### src/rtl/mc_ctrl_fsm_pkg.sv
// Shared definitions for the multi-cycle MIPS controller: opcodes, functs,
// ALU/operand-select encodings, FSM states and decoded instruction classes.
package mips_pkg;

    localparam logic [5:0] OP_RTYPE = 6'b000000;
    localparam logic [5:0] OP_LW    = 6'b100011;
    localparam logic [5:0] OP_SW    = 6'b101011;
    localparam logic [5:0] OP_BNE   = 6'b000101;
    localparam logic [5:0] OP_ADDI  = 6'b001000;
    localparam logic [5:0] OP_SLTI  = 6'b001010;
    localparam logic [5:0] OP_ANDI  = 6'b001100;
    localparam logic [5:0] OP_ORI   = 6'b001101;

    localparam logic [5:0] FN_ADD = 6'b100000;
    localparam logic [5:0] FN_SUB = 6'b100010;
    localparam logic [5:0] FN_AND = 6'b100100;
    localparam logic [5:0] FN_OR  = 6'b100101;
    localparam logic [5:0] FN_SLT = 6'b101010;

    localparam logic [2:0] ALU_ADD = 3'b010;
    localparam logic [2:0] ALU_SUB = 3'b110;
    localparam logic [2:0] ALU_AND = 3'b000;
    localparam logic [2:0] ALU_OR  = 3'b001;
    localparam logic [2:0] ALU_SLT = 3'b111;

    localparam logic [1:0] SRCB_RT      = 2'b00;
    localparam logic [1:0] SRCB_FOUR    = 2'b01;
    localparam logic [1:0] SRCB_IMM     = 2'b10;
    localparam logic [1:0] SRCB_IMM_SH2 = 2'b11;

    typedef enum logic [3:0] {
        S_FETCH,
        S_DECODE,
        S_EXEC_R,
        S_WB_R,
        S_EXEC_I,
        S_WB_I,
        S_MEM_ADDR,
        S_MEM_RD,
        S_MEM_WB,
        S_MEM_WR,
        S_BRANCH,
        S_TRAP
    } state_e;

    typedef enum logic [2:0] {
        CLS_R,
        CLS_I,
        CLS_LW,
        CLS_SW,
        CLS_BNE
    } instr_cls_e;

endpackage

### src/rtl/mc_ctrl_fsm_if.sv
// Controller <-> datapath/memory bundle: IR fields and flags in, control strobes out.
interface mc_ctrl_fsm_if;

    logic [5:0] op_code;
    logic [5:0] op_funct;
    logic       alu_zero;
    logic       mem_ack;

    logic       mem_req;
    logic       mem_we;
    logic       i_or_d;
    logic       ir_write;
    logic       pc_write;
    logic       pc_src;
    logic       reg_write;
    logic       reg_dst;
    logic       mem_to_reg;
    logic       alu_src_a;
    logic [1:0] alu_src_b;
    logic [2:0] alu_op;
    logic       instr_done;
    logic       illegal;
    logic       bus_err;

    modport master (
        input  op_code, op_funct, alu_zero, mem_ack,
        output mem_req, mem_we, i_or_d, ir_write, pc_write, pc_src,
               reg_write, reg_dst, mem_to_reg, alu_src_a, alu_src_b, alu_op,
               instr_done, illegal, bus_err
    );

    modport slave (
        output op_code, op_funct, alu_zero, mem_ack,
        input  mem_req, mem_we, i_or_d, ir_write, pc_write, pc_src,
               reg_write, reg_dst, mem_to_reg, alu_src_a, alu_src_b, alu_op,
               instr_done, illegal, bus_err
    );

endinterface

### src/rtl/mc_ctrl_fsm_decode.sv
// Combinational instruction decode: opcode/funct -> instruction class, ALU
// operation for the execute step, and an unsupported-instruction flag.
module cu_instr_decode
    import mips_pkg::*;
(
    input  logic [5:0]  i_op_code,
    input  logic [5:0]  i_op_funct,
    output instr_cls_e  o_cls,
    output logic [2:0]  o_alu_op,
    output logic        o_illegal
);

    always_comb begin
        o_cls     = CLS_R;
        o_alu_op  = ALU_ADD;
        o_illegal = 1'b0;
        case (i_op_code)
            OP_RTYPE: begin
                case (i_op_funct)
                    FN_ADD:  o_alu_op = ALU_ADD;
                    FN_SUB:  o_alu_op = ALU_SUB;
                    FN_AND:  o_alu_op = ALU_AND;
                    FN_OR:   o_alu_op = ALU_OR;
                    FN_SLT:  o_alu_op = ALU_SLT;
                    default: o_illegal = 1'b1;
                endcase
            end
            OP_ADDI: begin o_cls = CLS_I; o_alu_op = ALU_ADD; end
            OP_SLTI: begin o_cls = CLS_I; o_alu_op = ALU_SLT; end
            OP_ANDI: begin o_cls = CLS_I; o_alu_op = ALU_AND; end
            OP_ORI:  begin o_cls = CLS_I; o_alu_op = ALU_OR;  end
            OP_LW:   o_cls = CLS_LW;
            OP_SW:   o_cls = CLS_SW;
            OP_BNE:  begin o_cls = CLS_BNE; o_alu_op = ALU_SUB; end
            default: o_illegal = 1'b1;
        endcase
    end

endmodule

### src/rtl/mc_ctrl_fsm.sv
// Multi-cycle MIPS controller: sequences the shared ALU, memory port and
// register file, with a memory-ack timeout and sticky illegal/bus-error flags.
//
// state      | meaning
// S_FETCH    | read instruction at PC, PC <= PC+4 on ack
// S_DECODE   | branch target into ALUOut, dispatch on opcode
// S_EXEC_R   | rs op rt
// S_WB_R     | write ALUOut to rd
// S_EXEC_I   | rs op sign-ext imm
// S_WB_I     | write ALUOut to rt
// S_MEM_ADDR | rs + sign-ext imm (load/store address)
// S_MEM_RD   | data read at ALUOut, wait for ack
// S_MEM_WB   | write memory data to rt
// S_MEM_WR   | data write at ALUOut, wait for ack
// S_BRANCH   | compare rs/rt, load PC from ALUOut if not equal
// S_TRAP     | halted until reset
module mc_ctrl_fsm
    import mips_pkg::*;
#(
    parameter int unsigned TIMEOUT_CYCLES = 15
)
(
    input  logic          clk,
    input  logic          rst_n,
    mc_ctrl_fsm_if.master bus
);

    localparam logic [7:0] TMO_LAST = 8'(TIMEOUT_CYCLES - 1);

    state_e     r_state;
    state_e     w_state_next;
    logic [7:0] r_tmo_cnt;
    logic       r_illegal;
    logic       r_bus_err;

    instr_cls_e w_cls;
    logic [2:0] w_dec_alu_op;
    logic       w_dec_illegal;

    logic       w_set_illegal;
    logic       w_set_bus_err;
    logic       w_tmo_expire;

    logic       w_mem_req;
    logic       w_mem_we;
    logic       w_i_or_d;
    logic       w_ir_write;
    logic       w_pc_write;
    logic       w_pc_src;
    logic       w_reg_write;
    logic       w_reg_dst;
    logic       w_mem_to_reg;
    logic       w_alu_src_a;
    logic [1:0] w_alu_src_b;
    logic [2:0] w_alu_op;
    logic       w_instr_done;

    cu_instr_decode u_decode (
        .i_op_code  (bus.op_code),
        .i_op_funct (bus.op_funct),
        .o_cls      (w_cls),
        .o_alu_op   (w_dec_alu_op),
        .o_illegal  (w_dec_illegal)
    );

    // One more missing ack would bring the wait to TIMEOUT_CYCLES; an ack this cycle still wins.
    assign w_tmo_expire = ~bus.mem_ack && (r_tmo_cnt == TMO_LAST);

    always_comb begin
        w_state_next  = r_state;
        w_set_illegal = 1'b0;
        w_set_bus_err = 1'b0;
        w_mem_req     = 1'b0;
        w_mem_we      = 1'b0;
        w_i_or_d      = 1'b0;
        w_ir_write    = 1'b0;
        w_pc_write    = 1'b0;
        w_pc_src      = 1'b0;
        w_reg_write   = 1'b0;
        w_reg_dst     = 1'b0;
        w_mem_to_reg  = 1'b0;
        w_alu_src_a   = 1'b0;
        w_alu_src_b   = SRCB_RT;
        w_alu_op      = ALU_AND;
        w_instr_done  = 1'b0;
        case (r_state)
            S_FETCH: begin
                w_mem_req   = 1'b1;
                w_alu_src_b = SRCB_FOUR;
                w_alu_op    = ALU_ADD;
                if (bus.mem_ack) begin
                    w_ir_write   = 1'b1;
                    w_pc_write   = 1'b1;
                    w_state_next = S_DECODE;
                end else if (w_tmo_expire) begin
                    w_set_bus_err = 1'b1;
                    w_state_next  = S_TRAP;
                end
            end
            S_DECODE: begin
                w_alu_src_b = SRCB_IMM_SH2;
                w_alu_op    = ALU_ADD;
                if (w_dec_illegal) begin
                    w_set_illegal = 1'b1;
                    w_state_next  = S_TRAP;
                end else begin
                    case (w_cls)
                        CLS_R:   w_state_next = S_EXEC_R;
                        CLS_I:   w_state_next = S_EXEC_I;
                        CLS_BNE: w_state_next = S_BRANCH;
                        default: w_state_next = S_MEM_ADDR;
                    endcase
                end
            end
            S_EXEC_R: begin
                w_alu_src_a  = 1'b1;
                w_alu_src_b  = SRCB_RT;
                w_alu_op     = w_dec_alu_op;
                w_state_next = S_WB_R;
            end
            S_WB_R: begin
                w_reg_write  = 1'b1;
                w_reg_dst    = 1'b1;
                w_instr_done = 1'b1;
                w_state_next = S_FETCH;
            end
            S_EXEC_I: begin
                w_alu_src_a  = 1'b1;
                w_alu_src_b  = SRCB_IMM;
                w_alu_op     = w_dec_alu_op;
                w_state_next = S_WB_I;
            end
            S_WB_I: begin
                w_reg_write  = 1'b1;
                w_instr_done = 1'b1;
                w_state_next = S_FETCH;
            end
            S_MEM_ADDR: begin
                w_alu_src_a  = 1'b1;
                w_alu_src_b  = SRCB_IMM;
                w_alu_op     = ALU_ADD;
                w_state_next = (w_cls == CLS_SW) ? S_MEM_WR : S_MEM_RD;
            end
            S_MEM_RD: begin
                w_mem_req = 1'b1;
                w_i_or_d  = 1'b1;
                if (bus.mem_ack) begin
                    w_state_next = S_MEM_WB;
                end else if (w_tmo_expire) begin
                    w_set_bus_err = 1'b1;
                    w_state_next  = S_TRAP;
                end
            end
            S_MEM_WB: begin
                w_reg_write  = 1'b1;
                w_mem_to_reg = 1'b1;
                w_instr_done = 1'b1;
                w_state_next = S_FETCH;
            end
            S_MEM_WR: begin
                w_mem_req = 1'b1;
                w_mem_we  = 1'b1;
                w_i_or_d  = 1'b1;
                if (bus.mem_ack) begin
                    w_instr_done = 1'b1;
                    w_state_next = S_FETCH;
                end else if (w_tmo_expire) begin
                    w_set_bus_err = 1'b1;
                    w_state_next  = S_TRAP;
                end
            end
            S_BRANCH: begin
                w_alu_src_a  = 1'b1;
                w_alu_src_b  = SRCB_RT;
                w_alu_op     = ALU_SUB;
                w_pc_src     = 1'b1;
                w_pc_write   = ~bus.alu_zero;
                w_instr_done = 1'b1;
                w_state_next = S_FETCH;
            end
            default: w_state_next = S_TRAP;
        endcase
    end

    always_ff @(posedge clk or negedge rst_n) begin
        if (!rst_n) begin
            r_state   <= S_FETCH;
            r_tmo_cnt <= '0;
            r_illegal <= 1'b0;
            r_bus_err <= 1'b0;
        end else begin
            r_state <= w_state_next;
            if (w_state_next != r_state) begin
                r_tmo_cnt <= '0;
            end else if (w_mem_req && !bus.mem_ack) begin
                r_tmo_cnt <= r_tmo_cnt + 8'd1;
            end
            if (w_set_illegal) begin
                r_illegal <= 1'b1;
            end
            if (w_set_bus_err) begin
                r_bus_err <= 1'b1;
            end
        end
    end

    // The state register resets to FETCH, whose mem_req is 1, so every output is gated by rst_n.
    assign bus.mem_req    = rst_n & w_mem_req;
    assign bus.mem_we     = rst_n & w_mem_we;
    assign bus.i_or_d     = rst_n & w_i_or_d;
    assign bus.ir_write   = rst_n & w_ir_write;
    assign bus.pc_write   = rst_n & w_pc_write;
    assign bus.pc_src     = rst_n & w_pc_src;
    assign bus.reg_write  = rst_n & w_reg_write;
    assign bus.reg_dst    = rst_n & w_reg_dst;
    assign bus.mem_to_reg = rst_n & w_mem_to_reg;
    assign bus.alu_src_a  = rst_n & w_alu_src_a;
    assign bus.alu_src_b  = {2{rst_n}} & w_alu_src_b;
    assign bus.alu_op     = {3{rst_n}} & w_alu_op;
    assign bus.instr_done = rst_n & w_instr_done;
    assign bus.illegal    = rst_n & r_illegal;
    assign bus.bus_err    = rst_n & r_bus_err;

endmodule

### src/flat_wrapper.sv
// flat-port wrapper written by rule: the top's interface ports become plain ports
module mc_ctrl_fsm_flat import mips_pkg::*;
#(
    parameter int unsigned TIMEOUT_CYCLES = 15
)
  (clk, rst_n, bus_op_code, bus_op_funct, bus_alu_zero, bus_mem_ack, bus_mem_req, bus_mem_we, bus_i_or_d, bus_ir_write, bus_pc_write, bus_pc_src, bus_reg_write, bus_reg_dst, bus_mem_to_reg, bus_alu_src_a, bus_alu_src_b, bus_alu_op, bus_instr_done, bus_illegal, bus_bus_err);
  mc_ctrl_fsm_if bus_i ();
  input  logic clk;
  input  logic rst_n;
  input wire logic [$bits(bus_i.op_code)-1:0] bus_op_code;
  input wire logic [$bits(bus_i.op_funct)-1:0] bus_op_funct;
  input wire logic [$bits(bus_i.alu_zero)-1:0] bus_alu_zero;
  input wire logic [$bits(bus_i.mem_ack)-1:0] bus_mem_ack;
  output wire logic [$bits(bus_i.mem_req)-1:0] bus_mem_req;
  output wire logic [$bits(bus_i.mem_we)-1:0] bus_mem_we;
  output wire logic [$bits(bus_i.i_or_d)-1:0] bus_i_or_d;
  output wire logic [$bits(bus_i.ir_write)-1:0] bus_ir_write;
  output wire logic [$bits(bus_i.pc_write)-1:0] bus_pc_write;
  output wire logic [$bits(bus_i.pc_src)-1:0] bus_pc_src;
  output wire logic [$bits(bus_i.reg_write)-1:0] bus_reg_write;
  output wire logic [$bits(bus_i.reg_dst)-1:0] bus_reg_dst;
  output wire logic [$bits(bus_i.mem_to_reg)-1:0] bus_mem_to_reg;
  output wire logic [$bits(bus_i.alu_src_a)-1:0] bus_alu_src_a;
  output wire logic [$bits(bus_i.alu_src_b)-1:0] bus_alu_src_b;
  output wire logic [$bits(bus_i.alu_op)-1:0] bus_alu_op;
  output wire logic [$bits(bus_i.instr_done)-1:0] bus_instr_done;
  output wire logic [$bits(bus_i.illegal)-1:0] bus_illegal;
  output wire logic [$bits(bus_i.bus_err)-1:0] bus_bus_err;
  assign bus_i.op_code = bus_op_code;
  assign bus_i.op_funct = bus_op_funct;
  assign bus_i.alu_zero = bus_alu_zero;
  assign bus_i.mem_ack = bus_mem_ack;
  assign bus_mem_req = bus_i.mem_req;
  assign bus_mem_we = bus_i.mem_we;
  assign bus_i_or_d = bus_i.i_or_d;
  assign bus_ir_write = bus_i.ir_write;
  assign bus_pc_write = bus_i.pc_write;
  assign bus_pc_src = bus_i.pc_src;
  assign bus_reg_write = bus_i.reg_write;
  assign bus_reg_dst = bus_i.reg_dst;
  assign bus_mem_to_reg = bus_i.mem_to_reg;
  assign bus_alu_src_a = bus_i.alu_src_a;
  assign bus_alu_src_b = bus_i.alu_src_b;
  assign bus_alu_op = bus_i.alu_op;
  assign bus_instr_done = bus_i.instr_done;
  assign bus_illegal = bus_i.illegal;
  assign bus_bus_err = bus_i.bus_err;
  mc_ctrl_fsm #(.TIMEOUT_CYCLES(TIMEOUT_CYCLES)) u_core (.clk(clk), .rst_n(rst_n), .bus(bus_i));
endmodule
### config.mk
export PLATFORM = sky130hd
export DESIGN_NAME = mc_ctrl_fsm_flat
export DESIGN_NICKNAME = d
export VERILOG_FILES = /design/src/rtl/mc_ctrl_fsm_pkg.sv /design/src/rtl/mc_ctrl_fsm_if.sv /design/src/rtl/mc_ctrl_fsm_decode.sv /design/src/rtl/mc_ctrl_fsm.sv /design/src/flat_wrapper.sv
export SDC_FILE = /design/constraint.sdc
export NUM_CORES = 1
export LEC_CHECK = 0
export CORE_MARGIN = 2
export CORE_UTILIZATION = 40
export CTS_CLUSTER_SIZE = 40
export DETAILED_ROUTE_END_ITERATION = 6
export HOLD_SLACK_MARGIN = 0.12
export PLACE_DENSITY = 0.61
export REMOVE_ABC_BUFFERS = 1
export SKIP_CTS_REPAIR_TIMING = 1
export SLEW_MARGIN = 20
export SYNTH_ARGS = -nofsm -noshare
export SYNTH_HDL_FRONTEND = slang
export SYNTH_SLANG_ARGS = --single-unit
### constraint.sdc
create_clock -name clk -period 2 [get_ports clk]
set_input_delay 0.3 -clock clk [delete_from_list [all_inputs] [get_ports clk]]
set_output_delay 0.3 -clock clk [all_outputs]
set_load 0.02 [all_outputs]
# --- Word level (Yosys, flattened, before mapping) ---
# Index checks and enable logic that the tools add are counted.
word_totals:
  mem_bits_rw: 0
  output_inout_bits: 18
  in_bits: 16
  wordCells: 101
  latchBits: 0
  mem_bits_ro: 0
  n_memories: 0
  regBits: 14
op_classes:
  muxes: 34
  n_reduce_logical: 18
  shift: 0
  mul: 0
  bitwise_logic: 17
  addsub: 1
  n_eq_ne: 27
  order_cmp: 0
  div: 0
op_table:
  columns: ["operator", "count"]
  rows:
  - ["equality test 6 bit, second input constant", 7]
  - ["case mux 4 bit (8 select lines)", 1]
  - ["equality test 6 x 4 -> 1 bit, second input constant", 4]
  - ["two-way mux 4 bit", 6]
  - ["case mux 3 bit (4 select lines)", 2]
  - ["equality test 4 x 3 -> 1 bit, second input constant", 4]
  - ["two-way mux 1 bit", 16]
  - ["two-way mux 8 bit", 2]
  - ["case mux 3 bit (5 select lines)", 1]
  - ["AND 1 bit", 13]
  - ["equality test 4 bit, second input constant", 3]
  - ["case mux 4 bit (3 select lines)", 1]
  - ["OR reduction 4 bit", 3]
  - ["case mux 3 bit (3 select lines)", 1]
  - ["OR reduction 3 bit", 3]
  - ["adder 8 x 1 -> 8 bit, second input constant", 1]
  - ["equality test 4 x 2 -> 1 bit, second input constant", 2]
  - ["equality test 8 x 4 -> 1 bit, second input constant", 1]
  - ["OR reduction 7 bit", 1]
  - ["equality test 6 x 3 -> 1 bit, second input constant", 1]
  - ["zero test 6 bit", 1]
  - ["case mux 1 bit (2 select lines)", 3]
  - ["case mux 2 bit (3 select lines)", 1]
  - ["OR reduction 2 bit", 3]
  - ["14 further kinds", 16]

# --- Logic depth before layout (Yosys ltp) ---
# Gate-level depths: netlist of run 1.
depth:
  ltp_word: 9
  ltp_mapped: 7
  depth_no_buf: 7

# --- By module ---
# Synthesis of run 1 repeated with hierarchy kept, for this count alone.
hier_totals:
  cells_unflattened: 208
  area_unflattened_um2: 1527.7
by_module_without_submodules:
  columns: ["mod", "area_per_inst_um2", "seq_area_each_um2", "cells_each", "n_inst"]
  rows:
  - ["mc_ctrl_fsm", 1296.2, 350.3, 166, 1]
  - ["cu_instr_decode", 231.5, 0.0, 42, 1]

# --- Worst setup path after synthesis of run 1 ---
# Ideal clock, no wire load.
synth_timing:
  path_kind: "register to output"
  from: "register u_core.r_state[0]"
  to: "output bus_alu_op[1]"
  n_path_buf: 2
  stages_incl_launch_ff: 6
  t_required_ns: 1.700
  setup_slack_ns: -0.155
  arrival_ns: 1.855
  cell_sequence: "dfrtp_1 -> buf_6 -> clkbuf_1 -> nand2b_1 -> a211oi_1 -> o22a_1"
synth_via:
  elab_chain_cells: 4
  elab_cells_between_ends: 10
  cone_classes: "eq/ne: 5; mux: 1; bitwise: 1; reduce/logical: 3"
synth_lines:
  columns: ["element", "line", "text"]
  rows:
  - ["start, declared", "mc_ctrl_fsm.sv:30", "state_e r_state;"]
  - ["start signal, assigned", "mc_ctrl_fsm.sv:192", "r_state <= w_state_next;"]
  - ["equality test 4 x 3 -> 1 bit (tied with other cells)", "mc_ctrl_fsm.sv:86", "case (r_state)"]
  - ["OR reduction 3 bit (no source line) or OR reduction 2 bit (tied branches)", null, null]
  - ["case mux 3 bit (3 select lines) *", "mc_ctrl_fsm.sv:86", null]
  - ["AND 3 bit *", "mc_ctrl_fsm.sv:219", "assign bus.alu_op = {3{rst_n}} & w_alu_op;"]
  - ["end, declared", "flat_wrapper.sv:25", "output wire logic [$bits(bus_i.alu_op)-1:0] bus_alu_op;"]
# Mark *: on every way between the ends. The rest lies on a longest branch, timed or not.

# --- Final worst setup path of run 1 ---
layout_timing:
  from: "register u_core.r_state[1]"
  to: "output bus_alu_op[1]"
# The elaborated chain is that of the path after synthesis.

==> impl_metrics.env, run 1 <==
export IMPL_p_seq_share_pct=15.7
export IMPL_routed_top_layer="met4"
export IMPL_p_clk_share_pct=10.3
export IMPL_cp_max_fo=7
export IMPL_synth_compound_area_share_pct=25.06
export IMPL_irDropWorstVdd_uv=675.8
export IMPL_setup_worst_path_start="u_core.r_state[1]$_DFF_PN0_"
export IMPL_htreeDepth=1
export IMPL_slew_viol_final=0
export IMPL_netlist_instances=196
export IMPL_syn_area_um2=1583
export IMPL_drc=0
export IMPL_syn2layout_area_growth_pct=71.23
export IMPL_muxShareOfSynthArea_pct=1.581
export IMPL_fin_worst_skew_ns=0.001203
export IMPL_internal_power_mw=1.513
export IMPL_vias=1857
export IMPL_p_leak_nw=1.422
export IMPL_synth_top_family_by_area="simple AND/OR/NAND/NOR gates"
export IMPL_worstPathArrival_ns=1.68
export IMPL_synth_warnings=0
export IMPL_r2r_start="u_core.r_state[1]$_DFF_PN0_"
export IMPL_ys_async_sr_fraction_pct=100.0
export IMPL_start_util_pct=42.28
export IMPL_rsz0062_at_grt="yes"
export IMPL_wl_met1_um=2339
export IMPL_drt_initial_drc_count=107
export IMPL_wl_met2_um=2538
export IMPL_ant_nets=0
export IMPL_p_comb_share_pct=74.0
export IMPL_numCtsBuffers=3
export IMPL_status="finished, final reports clean"
export IMPL_gp_congestion=0.8878
export IMPL_fin_crit_sh_pct=98.81
export IMPL_crit_required_ns=1.70
export IMPL_core_um2=3744
export IMPL_grt_total_usage_pct=23.08
export IMPL_tightest_slew_ns=0.3600
export IMPL_pin_count=34
export IMPL_power_per_cell_area_nw_per_um2=979.8
export IMPL_yosysMostFrequentCell="nand2_1"
export IMPL_min_path_type="in2async"
export IMPL_wl_met3_um=211
export IMPL_path_clk_slew_ns=0.06
export IMPL_synth_top_cell_area_share_pct=22.13
export IMPL_antenna_found_initial=0
export IMPL_min_period_ns=1.976
export IMPL_wl_per_cell_um=15.06
export IMPL_routed_via_density=5.430
export IMPL_fmax_mhz=506.0
export IMPL_grt_pass1_wl_um=8079
export IMPL_path_class="reg2out"
export IMPL_cts_root_buf="clkbuf_8"
export IMPL_worstSetupStartpointType="flip-flop"
export IMPL_synth_seq_area_share_pct=22.13
export IMPL_ys_ff_latch=14
export IMPL_syn_area_per_cell_um2=8.075
export IMPL_synth_edff_count=0
export IMPL_clock_latency_ns=0.24
export IMPL_drive_gt1_share_pct=42.52
export IMPL_setup_tns_ns=0
export IMPL_maxCapViolCount=0
export IMPL_p_sw_mw=1.143
export IMPL_fp_dieH_um=66.91
export IMPL_synth_simple_area_share_pct=34.62
export IMPL_synth_cell_types=63
export IMPL_reg2regPathDepth=7
export IMPL_dieArea_um2=4476
export IMPL_clk_path_buf_depth=2
export IMPL_synthTopCellsByCount="18 x nand2_1, 14 x dfrtp_1, 14 x nor2_1"
export IMPL_synth_area_top_cells="dfrtp_1 22%, xor2_1 5.0%, nand2_1 4.3%"
export IMPL_relSlewSlack_pct=75.74
export IMPL_clock_sinks=14
export IMPL_num_nets_final=313
export IMPL_io_buffers=33
export IMPL_wirelength_um=5152
export IMPL_synth_top_flop_cell="dfrtp_1"
export IMPL_worst_setup_path_end_kind="output pin"
export IMPL_dp_hpwl_um=3670
export IMPL_die_w_um=66.91
export IMPL_grt_max_degree=13
export IMPL_final_setup_viol_count=0
export IMPL_synth_fa_ha_area_share_pct=2.213
export IMPL_synth_xor_area_share_pct=6.087
export IMPL_design_area_um2=2710
export IMPL_fin_util_pct=72.39
export IMPL_grt_pass1_vias=1764
export IMPL_firstDrtPassIters=4
export IMPL_dpl_instance_area_um2=2337
export IMPL_hold_viol=0
export IMPL_antenna_cells=0
export IMPL_rows=22
export IMPL_switching_share_pct=43.04
export IMPL_cts_tree="yes"
export IMPL_synth_area_leader_cell="dfrtp_1"
export IMPL_overflow=0
## layout by cell type (no fill, tap or decap), types with 3 or more instances in the layout
cell type / instances
nand4_1: 7
clkdlybuf4s50_1: 4
dfrtp_2: 4
o21a_1: 3
nand3_1: 3
clkbuf_8: 4
nor3_1: 4
xor2_1: 9
buf_4: 74
nand4b_1: 3
clkbuf_2: 3
nand2b_1: 7
inv_1: 6
a21oi_1: 9
buf_6: 4
nor3_2: 4
dfrtp_1: 10
nand2_1: 18
dlymetal6s2s_1: 22
and2_1: 6
and3_1: 4
nor2_1: 12
nor3b_1: 3
o21ai_0: 8
a21o_1: 4
## registers in the layout, summed over array words and instances, names as in the netlist
signal,cells
u_core.r_bus_err,1
u_core.r_illegal,1
u_core.r_tmo_cnt,8
u_core.r_state,4
## critical path: stages (launching register included)
cell and delay (ns):
dfrtp_2 0.47, buf_4 0.16, and2b_1 0.16, buf_4 0.14, nand2_1 0.06, nand4_1 0.08, o22a_1 0.21, buf_2 0.16
## per-layer routing
metal | vias to the layer above | global-route usage, %
li1 | 920 | -
met1 | 875 | 31.17
met2 | 54 | 39.38
met3 | 8 | 2.365
met4 | 0 | 5.357
met5 | - | 0
## final timing paths
kind	endpoint	slack, ns
setup / recovery	bus_alu_op[1]	0.02
hold / removal	u_core.r_bus_err$_DFFE_PN0P_	0.45
setup reg to reg	u_core.r_tmo_cnt[1]$_DFFE_PN0P_	0.06
hold reg to reg	u_core.r_bus_err$_DFFE_PN0P_	0.46
max in group asynchronous	u_core.r_state[3]$_DFF_PN0_	1.16
min in group clk	u_core.r_bus_err$_DFFE_PN0P_	0.46
## cell type report
type                            instances  area [um2]
Multi-Input combinational cell        161        1261
Fill cell                             291        1033
Timing Repair Buffer                  109       955.9
Sequential cell                        14       355.3
Tap cell                               48       60.06
Clock buffer                            4       55.05
Inverter                                6       22.52
## power groups by stage
stage | combinational (mW) | clock [mW] | sequential [mW]
3_3_place_gp | 1.61 | 0 | 0.420
2_1_floorplan | 0.797 | 0 | 0.463
5_1_grt | 2.14 | 0.297 | 0.421
4_1_cts | 1.67 | 0.283 | 0.414
3_5_place_dp | 1.65 | 0 | 0.418
6_report | 1.96 | 0.274 | 0.418
## cell families after synthesis
group / after synthesis
buffers and inverters: 21
XOR/XNOR: 11
adder cells (fa/ha/maj): 3
flip-flops: 14
AND/OR/NAND/NOR: 95
AO/OA/AOI/OAI: 50
multiplexers: 2
## through the flow
| stage | power (mW) | cells | worst slack (ns) | hold slack, ns |
|---|---|---|---|---|
| 6_report | 2.655 | 342 | 0.02389 | 0.4484 |
| 3_3_place_gp | 2.034 | 325 | -0.8050 | 0.4314 |
| 2_1_floorplan | 1.260 | 181 | -0.1006 | 0.004409 |
| 3_5_place_dp | 2.072 | 325 | -0.8229 | 0.4413 |
| 5_1_grt | 2.855 | 342 | -0.07142 | 0.4360 |
| 4_1_cts | 2.363 | 329 | -0.8404 | 0.4336 |
Note: power is estimated with default switching activity, not from simulation.
==> run 2: changes to the inputs <==
GPL_ROUTABILITY_DRIVEN = 0   (was default)
==> impl_metrics.env, run 2 (same netlist as run 1, synthesis figures left out) <==
export IMPL_p_clk_share_pct=10.5
export IMPL_clock_latency_ns=0.25
export IMPL_core_um2=3744
export IMPL_fin_worst_skew_ns=0.004308
export IMPL_switching_share_pct=43.40
export IMPL_p_leak_nw=1.449
export IMPL_path_clk_slew_ns=0.06
export IMPL_grt_pass1_vias=1771
export IMPL_final_setup_viol_count=0
export IMPL_min_path_type="reg2reg"
export IMPL_largest_register_ffs=8
export IMPL_dp_hpwl_um=3694
export IMPL_path_class="reg2out"
export IMPL_antenna_found_initial=0
export IMPL_layout_commonest_cell="buf_4"
export IMPL_worstSetupStartpointType="flip-flop"
export IMPL_numCtsBuffers=3
export IMPL_drc=0
export IMPL_internal_power_mw=1.499
export IMPL_cts_tree="yes"
export IMPL_setup_worst_path_start="u_core.r_state[1]$_DFF_PN0_"
export IMPL_power_mw=2.648
export IMPL_io_buffers=33
export IMPL_largestRegisters="u_core.r_tmo_cnt (8), u_core.r_state (4)"
export IMPL_layout_common_cells="71 x buf_4, 26 x dlymetal6s2s_1, 17 x nand2_1"
export IMPL_power_per_cell_area_nw_per_um2=991.4
export IMPL_cts_root_buf="clkbuf_8"
export IMPL_critPathMostFrequentCell="buf_4"
export IMPL_crit_slowest_cell="dfrtp_2"
export IMPL_whs_ns=0.4538
export IMPL_wirelength_um=5317
export IMPL_cp_max_fo=7
export IMPL_fp_dieH_um=66.91
export IMPL_p_sw_mw=1.149
export IMPL_fin_crit_sh_pct=98.21
export IMPL_overflow=0
export IMPL_antenna_cells=0
export IMPL_tightest_slew_ns=0.3949
export IMPL_dieArea_um2=4476
export IMPL_syn2layout_area_growth_pct=68.77
export IMPL_dp_cells=325
export IMPL_path_cells="buf_6 -> buf_4 -> nor2_2 -> buf_4 -> nand3_1 -> a21oi_1 -> buf_4"
export IMPL_worstPathArrival_ns=1.66
export IMPL_clk_path_buf_depth=2
export IMPL_final_instance_count_excl_fill=339
export IMPL_grt_max_degree=13
export IMPL_die_w_um=66.91
export IMPL_grt_pass1_wl_um=7935
export IMPL_irDropWorstVdd_uv=560.8
export IMPL_start_util_pct=42.28
export IMPL_grt_total_usage_pct=22.69
export IMPL_fmax_mhz=509.1
export IMPL_p_seq_share_pct=15.1
export IMPL_ant_nets=0
export IMPL_worst_setup_path_end_kind="output pin"
export IMPL_hold_start="u_core.r_bus_err$_DFFE_PN0P_"
export IMPL_wl_per_cell_um=15.68
export IMPL_routed_via_density=5.534
export IMPL_layout_setup_ws_ns=0.03571
export IMPL_hold_viol=0
export IMPL_drive_gt1_share_pct=39.52
export IMPL_htreeDepth=1
export IMPL_firstDrtPassIters=4
export IMPL_rsz0062_at_grt="yes"
export IMPL_crit_required_ns=1.70
export IMPL_status="finished, final reports clean"
export IMPL_num_nets_final=310
export IMPL_pre_cts_ws_ns=-0.8013
export IMPL_rows=22
export IMPL_vias=1876
export IMPL_r2r_start="u_core.r_state[1]$_DFF_PN0_"
export IMPL_clock_sinks=14
export IMPL_pin_count=34
export IMPL_regMostFlops="u_core.r_tmo_cnt"
export IMPL_slew_viol_final=0
export IMPL_relSlewSlack_pct=73.61
export IMPL_cpPeakStageDelay_ns=0.47
export IMPL_drt_initial_drc_count=61
export IMPL_setup_tns_ns=0
export IMPL_min_period_ns=1.964
export IMPL_maxCapViolCount=0
export IMPL_nFillCells=281
export IMPL_p_comb_share_pct=74.4
==> run 2: changes by cell type in the layout (fill, tap and decap cells not counted), moves of 3 or more <==
cell,previous run,this run
buf_4,74,71
clkbuf_2,3,0
dlymetal6s2s_1,22,26
nor3_1,4,7
==> run 2: path summary, 6_finish.rpt <==
path / slack, ns / end / cells past startpoint
max: 0.04 / bus_alu_op[2] / 7
min: 0.45 / u_core.r_bus_err$_DFFE_PN0P_ / 1
max reg2reg: 0.07 / u_core.r_tmo_cnt[6]$_DFFE_PN0P_ / 8
min reg2reg: 0.45 / u_core.r_bus_err$_DFFE_PN0P_ / 1
max in group asynchronous: 1.14 / u_core.r_state[3]$_DFF_PN0_ / 3
min in group asynchronous: 0.46 / u_core.r_state[0]$_DFF_PN0_ / 2
==> run 2: power groups by stage <==
| stage | combinational (mW) | sequential, mW | clock [mW] |
|---|---|---|---|
| global route | 2.10 | 0.408 | 0.298 |
| finish | 1.97 | 0.399 | 0.279 |
| CTS | 1.68 | 0.402 | 0.283 |
| floorplan | 0.797 | 0.463 | 0 |
| detailed placement | 1.67 | 0.407 | 0 |
| global placement | 1.63 | 0.409 | 0 |
==> run 2: cell type report <==
| class | count | area, um2 | share of cell area (%) |
|---|---|---|---|
| Clock buffer | 4 | 55.05 | 2.061 |
| Inverter | 6 | 22.52 | 0.8431 |
| Multi-Input combinational cell | 161 | 1241 | 46.46 |
| Sequential cell | 14 | 355.3 | 13.30 |
| Tap cell | 48 | 60.06 | 2.248 |
| Timing Repair Buffer | 106 | 937.1 | 35.08 |
==> run 2: stage by stage <==
step | utilization, % | area [um2]
3_3_place_gp | 62.43 | 2337
3_5_place_dp | 62.43 | 2337
4_1_cts | 63.90 | 2392
2_1_floorplan | - | 1474
6_report | 71.36 | 2671
5_1_grt | 71.36 | 2671
==> run 2: worst max-delay path, delay by kind of cell (launching register included) <==
kind | cells | cell delay, ns
AOI/OAI and AO/OA | 1 | 0.16
buffers and inverters | 4 | 0.58
DFF | 1 | 0.47
and+or+nand+nor | 2 | 0.21
==> run 2: routing by layer <==
metal	part of all wire, %	vias to the layer above	track usage, %
li1	-	914	-
met1	44	909	28.17
met2	52	49	42.75
met3	3.1	4	1.520
met4	0.60	0	4.337
met5	0	-	0
